<file path="src/rtl/counter_pkg.sv">
// ============================================================================
// Module      : counter_pkg
// Description : Mode encodings and next-value/carry helper shared by the
//               counter_param family. Optional macro: COUNTER_PARAM_SAT_EN.
// Revision    : 1.0 - initial release
// ============================================================================
`default_nettype none

package counter_pkg;

    // Widest counter the helper supports; WIDTH must not exceed this.
    localparam int unsigned MAX_WIDTH = 64;

    typedef enum logic [1:0] {
        MODE_STEP = 2'b00,
        MODE_DOWN = 2'b01,
        MODE_UP   = 2'b10,
        MODE_LOAD = 2'b11
    } mode_e;

    typedef logic [MAX_WIDTH:0] wide_t;

    typedef struct packed {
        logic [MAX_WIDTH-1:0] value;
        logic                 carry;
    } next_t;

    // Arithmetic runs one bit wider than the active width so that bit
    // `width` of the result is the carry; borrow is detected from cur == 0.
    function automatic next_t calc_next(
        input logic [MAX_WIDTH-1:0] cur,
        input logic [1:0]           mode,
        input int unsigned          width,
        input wide_t                step,
        input logic                 sat
    );
        wide_t one;
        wide_t top_bit;
        wide_t mask;
        wide_t cur_x;
        wide_t step_x;
        wide_t res;
        logic  carry;
        next_t result;

        one     = wide_t'(1);
        top_bit = one << width;
        mask    = top_bit - one;
        cur_x   = {1'b0, cur} & mask;
        step_x  = step & (top_bit | mask);
        res     = cur_x;
        carry   = 1'b0;

        case (mode)
            MODE_UP: begin
                res   = cur_x + one;
                carry = |(res & top_bit);
            end
            MODE_STEP: begin
                res   = cur_x + step_x;
                carry = |(res & top_bit);
            end
            MODE_DOWN: begin
                res   = cur_x - one;
                carry = (cur_x == '0);
            end
            default: begin
                res   = cur_x;
                carry = 1'b0;
            end
        endcase

        if (sat && carry) begin
            res = (mode == MODE_DOWN) ? '0 : mask;
        end

        result.value = res[MAX_WIDTH-1:0] & mask[MAX_WIDTH-1:0];
        result.carry = carry;
        return result;
    endfunction

endpackage

`default_nettype wire

</file>
<file path="src/rtl/counter_param_if.sv">
// ============================================================================
// Module      : counter_param_if
// Description : Control/data bundle of one counter_param stage.
// Revision    : 1.0 - initial release
// ============================================================================
`default_nettype none

interface counter_param_if #(
    parameter int unsigned WIDTH = 4
);
    logic             enable;
    logic             rci;
    logic [1:0]       mode;
    logic [WIDTH-1:0] D;
    logic             load;
    logic             rco;
    logic [WIDTH-1:0] Q;

    modport master (
        output enable, rci, mode, D,
        input  load, rco, Q
    );

    modport slave (
        input  enable, rci, mode, D,
        output load, rco, Q
    );
endinterface

`default_nettype wire

</file>
<file path="src/rtl/counter_param_next.sv">
// ============================================================================
// Module      : counter_param_next
// Description : Combinational next-count and carry/borrow calculator.
//               Saturating arithmetic when COUNTER_PARAM_SAT_EN is defined.
// Revision    : 1.0 - initial release
// ============================================================================
`default_nettype none

module counter_param_next
    import counter_pkg::*;
#(
    parameter int unsigned WIDTH = 4,
    parameter int unsigned STEP  = 3
) (
    input  wire logic [WIDTH-1:0] i_cur,
    input  wire logic [1:0]       i_mode,
    output logic      [WIDTH-1:0] o_next,
    output logic                  o_carry
);

    localparam wide_t C_STEP_X = wide_t'(STEP);

    next_t w_res;
    logic  w_sat;

`ifdef COUNTER_PARAM_SAT_EN
    assign w_sat = 1'b1;
`else
    assign w_sat = 1'b0;
`endif

    always_comb begin
        w_res = calc_next(MAX_WIDTH'(i_cur), i_mode, WIDTH, C_STEP_X, w_sat);
    end

    assign o_next  = w_res.value[WIDTH-1:0];
    assign o_carry = w_res.carry;

    // Helper result is always MAX_WIDTH wide; the upper bits are zero by construction.
    generate
        if (WIDTH < MAX_WIDTH) begin : g_upper_unused
            logic w_unused_upper;
            assign w_unused_upper = ^w_res.value[MAX_WIDTH-1:WIDTH];
        end
    endgenerate

endmodule

`default_nettype wire

</file>
<file path="src/rtl/counter_param.sv">
// ============================================================================
// Module      : counter_param
// Description : Cascadable up/down/step/load counter with registered Q, rco
//               and load. Optional macro: COUNTER_PARAM_SAT_EN (saturation).
// Revision    : 1.0 - initial release
// ============================================================================
`default_nettype none

module counter_param
    import counter_pkg::*;
#(
    parameter int unsigned WIDTH = 4,
    parameter int unsigned STEP  = 3
) (
    input  wire logic      clk,
    input  wire logic      reset,
    counter_param_if.slave bus
);

    logic [WIDTH-1:0] count_q;
    logic [WIDTH-1:0] count_d;
    logic             rco_q;
    logic             rco_d;
    logic             load_q;
    logic             load_d;
    logic [WIDTH-1:0] w_next;
    logic             w_carry;

    counter_param_next #(
        .WIDTH (WIDTH),
        .STEP  (STEP)
    ) u_next (
        .i_cur   (count_q),
        .i_mode  (bus.mode),
        .o_next  (w_next),
        .o_carry (w_carry)
    );

    // Load ignores rci; counting needs both enable and rci.
    always_comb begin
        count_d = count_q;
        rco_d   = 1'b0;
        load_d  = 1'b0;
        if (bus.enable) begin
            if (bus.mode == MODE_LOAD) begin
                count_d = bus.D;
                load_d  = 1'b1;
            end else if (bus.rci) begin
                count_d = w_next;
                rco_d   = w_carry;
            end
        end
    end

    always_ff @(posedge clk) begin
        if (!reset) begin
            count_q <= '0;
            rco_q   <= 1'b0;
            load_q  <= 1'b0;
        end else begin
            count_q <= count_d;
            rco_q   <= rco_d;
            load_q  <= load_d;
        end
    end

    assign bus.Q    = count_q;
    assign bus.rco  = rco_q;
    assign bus.load = load_q;

endmodule

`default_nettype wire
</file>
<file path="src/flat_wrapper.sv">
// flat-port wrapper written by rule: the top's interface ports become plain ports
module counter_param_flat import counter_pkg::*;
#(
    parameter int unsigned WIDTH = 4,
    parameter int unsigned STEP  = 3
)
  (clk, reset, bus_enable, bus_rci, bus_mode, bus_D, bus_load, bus_rco, bus_Q);
  counter_param_if #(.WIDTH(WIDTH)) bus_i ();
  input  wire logic clk;
  input  wire logic reset;
  input wire logic [$bits(bus_i.enable)-1:0] bus_enable;
  input wire logic [$bits(bus_i.rci)-1:0] bus_rci;
  input wire logic [$bits(bus_i.mode)-1:0] bus_mode;
  input wire logic [$bits(bus_i.D)-1:0] bus_D;
  output wire logic [$bits(bus_i.load)-1:0] bus_load;
  output wire logic [$bits(bus_i.rco)-1:0] bus_rco;
  output wire logic [$bits(bus_i.Q)-1:0] bus_Q;
  assign bus_i.enable = bus_enable;
  assign bus_i.rci = bus_rci;
  assign bus_i.mode = bus_mode;
  assign bus_i.D = bus_D;
  assign bus_load = bus_i.load;
  assign bus_rco = bus_i.rco;
  assign bus_Q = bus_i.Q;
  counter_param #(.WIDTH(WIDTH), .STEP(STEP)) u_core (.clk(clk), .reset(reset), .bus(bus_i));
endmodule
</file>
<file path="config.mk">
export PLATFORM = sky130hd
export DESIGN_NAME = counter_param_flat
export DESIGN_NICKNAME = d
export VERILOG_FILES = /design/src/rtl/counter_pkg.sv /design/src/rtl/counter_param_if.sv /design/src/rtl/counter_param_next.sv /design/src/rtl/counter_param.sv /design/src/flat_wrapper.sv
export SDC_FILE = /design/constraint.sdc
export NUM_CORES = 1
export LEC_CHECK = 0
export ABC_AREA = 1
export CAP_MARGIN = 5
export CORE_AREA = 2 2 39 41
export DETAILED_ROUTE_END_ITERATION = 7
export DIE_AREA = 0 0 41 43
export PLACE_DENSITY = 0.66
export SETUP_SLACK_MARGIN = 0.5
export SYNTH_ARGS = -nofsm -noshare
export SYNTH_HDL_FRONTEND = slang
export SYNTH_SLANG_ARGS = --single-unit
</file>
<file path="constraint.sdc">
create_clock -name clk -period 2.4 [get_ports clk]
set_input_delay 0.6 -clock clk [delete_from_list [all_inputs] [get_ports clk]]
set_output_delay 0.6 -clock clk [all_outputs]
set_load 0.02 [all_outputs]
</file>
==> run metrics, run 1 <==
fraction of the yosys area taken by sequential cells=between 20% and 30%; initial antenna violation count=0; total number of vias=approximately 530; mean instance size in the synthesized netlist=roughly 6.7 um2; number of remaining DRC errors=0; clock buffer depth=2; number of sinks handled by clock tree synthesis=6; first-pass GRT wire length=1656 um; Leakage=about 0.31 nW; Non-Filler Instances=105; detailed-routing iteration count for the pre-antenna-repair pass=4; proportion of netlist area held by the largest area contributor=~25%; hold-fix buffer count after cts=0; Net Count, Synth=85; Simple-Gate Fraction of Synth Area=between 30% and 40%; post-synth top area cell=sky130_fd_sc_hd__dfxtp_1; initial core utilization=about a third; antenna-violating nets left=0; type of the worst setup path=input pin to register; Iter 0 DRT Violations=11; die boundary width=slightly above 40 um; largest fanout on the critical path=9; final number of max-transition violations=0; parity-gate share of the synthesized area counting xor and xnor cells=0%; VDD IR max=0.3401 mV; setup repair after global routing missed its margin=no; vias per cell=5.086; number of clock buffers inserted by TritonCTS=3; top library cells by usage in the layout, fill and taps aside=sky130_fd_sc_hd__nand2_1 (14), sky130_fd_sc_hd__clkdlybuf4s50_1 (11), sky130_fd_sc_hd__nand3_1 (8); total length of routed wires=1091 um; layout cells sized above 1=between 10% and 20%; Req. time, crit path=2.54 ns; pin count of the biggest net entering global routing=12; Total Power Consumption=0.0003119 W; worst hold path stage count=2; ratio of total power to cell area=476.6 nW/um2; end point of the most critical hold path=u_core.bus.Q[0]$_SDFFE_PN0P_; number of warning messages in the yosys log=0; count of different cell masters after synthesis=20; HP Class=register to register; clock root buffer=sky130_fd_sc_hd__clkbuf_4; netlist area before placement=around 480 um2; most common cell after layout, fill and taps aside=sky130_fd_sc_hd__nand2_1; CORE AREA=1384 um2; capturing element type of the critical path=register; I/O pin count=16; Port Buf Inserts=15; Startpoint Class=input pin; setup-violating endpoint count in the final report=0; hold path startpoint=u_core.bus.Q[0]$_SDFFE_PN0P_; flop2flop setup slack=0.95 ns; run status=finished, final reports clean; worst-case reg-to-reg path depth=8; average wire per standard cell=between 10 and 15 um; compound-gate portion of the synthesized area=a little under a quarter; Total Negative Setup Slacks=0 ns; startpoint of the lowest-slack register-to-register path=u_core.bus.Q[0]$_SDFFE_PN0P_; floorplan die area=about 1800 um2; f_max=574.0 MHz; mux cell area share after synthesis=0%; total number of H-tree levels=1; area growth from synthesis to final layout=35.84%; number of fill cells=155; RR Endpoint=u_core.bus.Q[2]$_SDFFE_PN0P_; die height=43 um; Post-Synth Adder-Cell Area=7.792%; total routing usage reported by global routing=14.08%; vias in the first global route=382; relative slew slack=78.03%; total half-perimeter wirelength after legalization and detailed placement=846 um; cell count after placement=102; Routability Congestion=0.8053; Slew @ Worst Pin=0.3285 ns; number of register bits inferred by synthesis=6; NumNets Final=approximately 100; total grt overflow=0; clock latency of the later-clocked register in the worst-skew pair=0.25 ns; cells taking the most area after synthesis=sky130_fd_sc_hd__dfxtp_1 (25%), sky130_fd_sc_hd__nand2_1 (11%), sky130_fd_sc_hd__nand3_1 (8.3%), sky130_fd_sc_hd__ha_1 (7.8%), sky130_fd_sc_hd__a21oi_1 (6.2%); Final Hold Vio Count=0; main combinational cell family by area after synthesis=simple AND/OR/NAND/NOR gates; area of the multi-input gates=~300 um2; total of max-cap violations=0; WP data arrival=1.88 ns; synthesized instance count=72; clock skew=0.001334 ns; number of cell rows=14; register clock-pin slew on the reported worst setup and hold paths=around 0.05 ns; post-layout min period=1.742 ns; Tcrit/Tclk final=72.59%; Seq. cell area=120.1 um2; number of antenna cells inserted=0; clock tree from TritonCTS=yes
==> flip-flops by register name (all words and copies together), names as in the netlist <==
name	count
u_core.bus.rco	1
u_core.bus.Q	4
u_core.bus.load	1
==> critical path: stages <==
cell	delay [ns]
sky130_fd_sc_hd__clkdlybuf4s50_1	0.57
sky130_fd_sc_hd__nand2_4	0.19
sky130_fd_sc_hd__inv_4	0.04
sky130_fd_sc_hd__o21ai_2	0.15
sky130_fd_sc_hd__inv_4	0.07
sky130_fd_sc_hd__o21ai_2	0.10
sky130_fd_sc_hd__o21bai_1	0.11
sky130_fd_sc_hd__inv_1	0.05
==> metal layers <==
metal  vias up  part of all wire [%]  global-route usage (%)
li1        280                     -                       -
met3         2                   6.1                   6.283
met4         0                   1.3                   6.000
met1       235                    45                   19.09
met2        17                    47                   18.75
met5         -                     0                       0
==> cell type report <==
cell class / instances / share of cell area [%]
Tap cell: 16 / 3.059
Multi-Input combinational cell: 55 / 45.89
Inverter: 9 / 5.927
Sequential cell: 6 / 18.36
Timing Repair Buffer: 16 / 23.33
Clock buffer: 3 / 3.442
==> where the power goes <==
part	total [W]	switching, W	internal, W
logic	0.000102	0.0000574	0.0000448
clock network	0.0000955	0.0000387	0.0000567
registers	0.000114	0.00000767	0.000106
total	0.000312	0.000104	0.000208
==> cells in the mapped netlist (all sizes together) <==
library cell   n
nand3          8
nor3           1
inv            9
a41oi          1
a31oi          1
dfxtp          6
nor2           6
ha             3
o21bai         1
nand4          2
or2            1
o21ai          9
nand2         15
o31ai          1
a21oi          6
buf            2
==> timing repair <==
action                                  4_1_cts  5_1_grt
endpoints found under the setup margin        4        0
buffers inserted                              0        0
endpoints found under the hold margin         0        0
resized for setup                             4        0
==> cell families (layout without fill, tap and decap cells) <==
| family | count (synthesis) | count (layout) |
|---|---|---|
| buffers and inverters | 11 | 28 |
| DFF | 6 | 6 |
| and+or+nand+nor | 33 | 33 |
| adders and majority gates | 3 | 3 |
| AOI/OAI and AO/OA | 19 | 19 |
==> worst max-delay path by stage <==
stage,to,from
4_1_cts,bus_load,u_core.bus.load$_SDFF_PN0_
2_1_floorplan,u_core.bus.Q[2]$_SDFFE_PN0P_,u_core.bus.Q[0]$_SDFFE_PN0P_
3_3_place_gp,u_core.bus.Q[2]$_SDFFE_PN0P_,bus_mode[1]
6_report,u_core.bus.Q[2]$_SDFFE_PN0P_,bus_mode[1]
3_5_place_dp,u_core.bus.Q[2]$_SDFFE_PN0P_,bus_mode[1]
5_1_grt,u_core.bus.Q[2]$_SDFFE_PN0P_,bus_mode[1]
==> per-stage QoR <==
stage               cell area, um2  util, %  hold slack, ns  worst slack [ns]
floorplan                    481.7        -          0.6318            0.9631
global placement             636.9    46.02          0.5775            0.4177
detailed placement           636.9    46.02          0.5886            0.3967
CTS                          654.4    47.29          0.5973            0.6530
global route                 654.4    47.29          0.6233            0.5088
finish                       654.4    47.29          0.6000            0.6578
Power figures use the tool's default switching activity.
==> run 2: changes to the inputs <==
--- a/config.mk
+++ b/config.mk
@@ -10,7 +10,7 @@
 export CORE_AREA = 2 2 39 41
 export DETAILED_ROUTE_END_ITERATION = 7
 export DIE_AREA = 0 0 41 43
-export PLACE_DENSITY = 0.66
+export PLACE_DENSITY = 0.68
 export SETUP_SLACK_MARGIN = 0.5
 export SYNTH_ARGS = -nofsm -noshare
 export SYNTH_HDL_FRONTEND = slang
==> constraint.sdc (replaced) <==
create_clock -name clk -period 1.6 [get_ports clk]
set_input_delay 0.4 -clock clk [delete_from_list [all_inputs] [get_ports clk]]
set_output_delay 0.4 -clock clk [all_outputs]
set_load 0.02 [all_outputs]
==> run metrics, run 2 (synthesis results as in run 1) <==
crit-path leading delay family=flip-flops; number of sinks handled by clock tree synthesis=6; most common cell after layout, fill and taps aside=sky130_fd_sc_hd__nand2_1; number of cell rows=14; floorplan die area=between 1500 and 2000 um2; setup-violating endpoint count in the final report=0; vias in the first global route=between 500 and 600; Largest register FFs=4; clock root buffer=sky130_fd_sc_hd__clkbuf_4; initial core utilization=a little over a third; VDD IR max=0.3984 mV; clock buffer depth=2; Routability Congestion=0.9039; Iter 0 DRT Violations=10; largest stage delay on the critical path=0.39 ns; total routing usage reported by global routing=18.15%; vias per cell=5.198; Util after Layout=about three fifths; layout cells sized above 1=between 40% and 50%; hold-fix buffer count after cts=0; f_max=823.8 MHz; initial antenna violation count=0; number of buffer and inverter stages on the critical path=2; area growth from synthesis to final layout=72.21%; capturing element type of the critical path=register; total length of routed wires=around 1300 um; number of fill cells=roughly 130; detailed-routing iteration count for the pre-antenna-repair pass=5; pin count of the biggest net entering global routing=11; Req. time, crit path=between 1.5 and 2 ns; average wire per standard cell=around 12 um; NumNets Final=114; relative slew slack=85.35%; antenna-violating nets left=0; total grt overflow=0; Seq. cell area=130.1 um2; total number of vias=603; setup repair after global routing missed its margin=yes; register clock-pin slew on the reported worst setup and hold paths=0.05 ns; worst-path cell with the longest stage delay=sky130_fd_sc_hd__dfxtp_4; worst slack after detailed placement=-0.06853 ns; ratio of total power to cell area=660.2 nW/um2; total half-perimeter wirelength after legalization and detailed placement=961.6 um; die height=~43 um; post-layout min period=1.214 ns; WP data arrival=1.35 ns; Final WS setup=slightly below 0.4 ns; total number of H-tree levels=1; I/O pin count=16; number of remaining DRC errors=0; clock tree from TritonCTS=yes; area of the multi-input gates=370.4 um2; number of antenna cells inserted=0; clock skew=0.006980 ns; Leakage=0.3776 nW; clock latency of the later-clocked register in the worst-skew pair=0.25 ns; top library cells by usage in the layout, fill and taps aside=sky130_fd_sc_hd__nand2_1 (12), sky130_fd_sc_hd__buf_4 (10), sky130_fd_sc_hd__nand3_1 (8); Slew @ Worst Pin=0.2169 ns; final number of max-transition violations=0; die boundary width=41 um; Port Buf Inserts=15; Final Hold Vio Count=0; type of the worst setup path=register to register; cells traversed along the worst timing path=inv_6 -> ha_4 -> nor2_2 -> nor2_2 -> a21oi_2 -> nor2_1 -> o21bai_1 -> inv_1; HP Class=input pin to register; Startpoint Class=register; CORE AREA=1384 um2; number of clock buffers inserted by TritonCTS=3; Top cell by count, worst path=sky130_fd_sc_hd__nor2_2; first-pass GRT wire length=2187 um; total of max-cap violations=0; largest fanout on the critical path=5; Tcrit/Tclk final=75.86%; run status=finished, final reports clean
run 2: routing by layer:
layer,vias up,global-route usage (%),share of wire [%]
li1,302,-,-
met1,271,22.12,40
met2,28,28.13,51
met3,2,6.806,7.9
met4,0,6.000,1.2
met5,-,0,0
run 2: worst paths after layout:
check	start	endpoint	slack, ns	depth (start not counted)
worst max-delay path	u_core.bus.Q[0]$_SDFFE_PN0P_	u_core.bus.Q[2]$_SDFFE_PN0P_	0.39	8
worst min-delay path	bus_mode[0]	u_core.bus.load$_SDFF_PN0_	0.59	4
worst max register to register	u_core.bus.Q[0]$_SDFFE_PN0P_	u_core.bus.Q[2]$_SDFFE_PN0P_	0.39	8
worst min register to register	u_core.bus.Q[0]$_SDFFE_PN0P_	u_core.bus.Q[0]$_SDFFE_PN0P_	0.60	2
run 2: worst register-to-register path, cell delays in order (launching register included):
cell and delay, ns:
sky130_fd_sc_hd__dfxtp_4 0.39, sky130_fd_sc_hd__inv_6 0.06, sky130_fd_sc_hd__ha_4 0.17, sky130_fd_sc_hd__nor2_2 0.09, sky130_fd_sc_hd__nor2_2 0.06, sky130_fd_sc_hd__a21oi_2 0.09
sky130_fd_sc_hd__nor2_1 0.06, sky130_fd_sc_hd__o21bai_1 0.13, sky130_fd_sc_hd__inv_1 0.05
run 2: per-stage QoR:
| step | power, W | hold WS [ns] | instance area [um2] | setup TNS [ns] | instances |
|---|---|---|---|---|---|
| 2_1_floorplan | 0.0002857 | 0.5138 | 525.5 | 0 | 72 |
| 3_3_place_gp | 0.0003629 | 0.5850 | 725.7 | -0.1419 | 108 |
| 3_5_place_dp | 0.0003631 | 0.5833 | 725.7 | -0.1809 | 108 |
| 4_1_cts | 0.0005389 | 0.5832 | 794.5 | 0 | 116 |
| 5_1_grt | 0.0005800 | 0.6004 | 829.5 | 0 | 116 |
| 6_report | 0.0005477 | 0.5862 | 829.5 | 0 | 116 |
run 2: where the power goes:
part	internal, W	switching, W	leakage [nW]	total [W]
clock network	0.0000946	0.0000573	0.0150	0.000152
registers	0.000161	0.0000135	0.0513	0.000174
logic	0.000106	0.000115	0.311	0.000222
total	0.000362	0.000186	0.378	0.000548
run 2: timing repair:
action / CTS / global route
endpoints found under the setup margin: 12 / 11
hold endpoints to repair: 0 / 0
cloned: 0 / 0
buffers inserted: 4 / 0
gates resized for setup: 48 / 11
pin swaps: 6 / 6
run 2: final cells by class:
type / instances / share of cell area, %
Tap cell: 16 / 2.413
Timing Repair Buffer: 26 / 28.51
Inverter: 9 / 5.581
Multi-Input combinational cell: 55 / 44.65
Clock buffer: 4 / 3.167
Sequential cell: 6 / 15.69
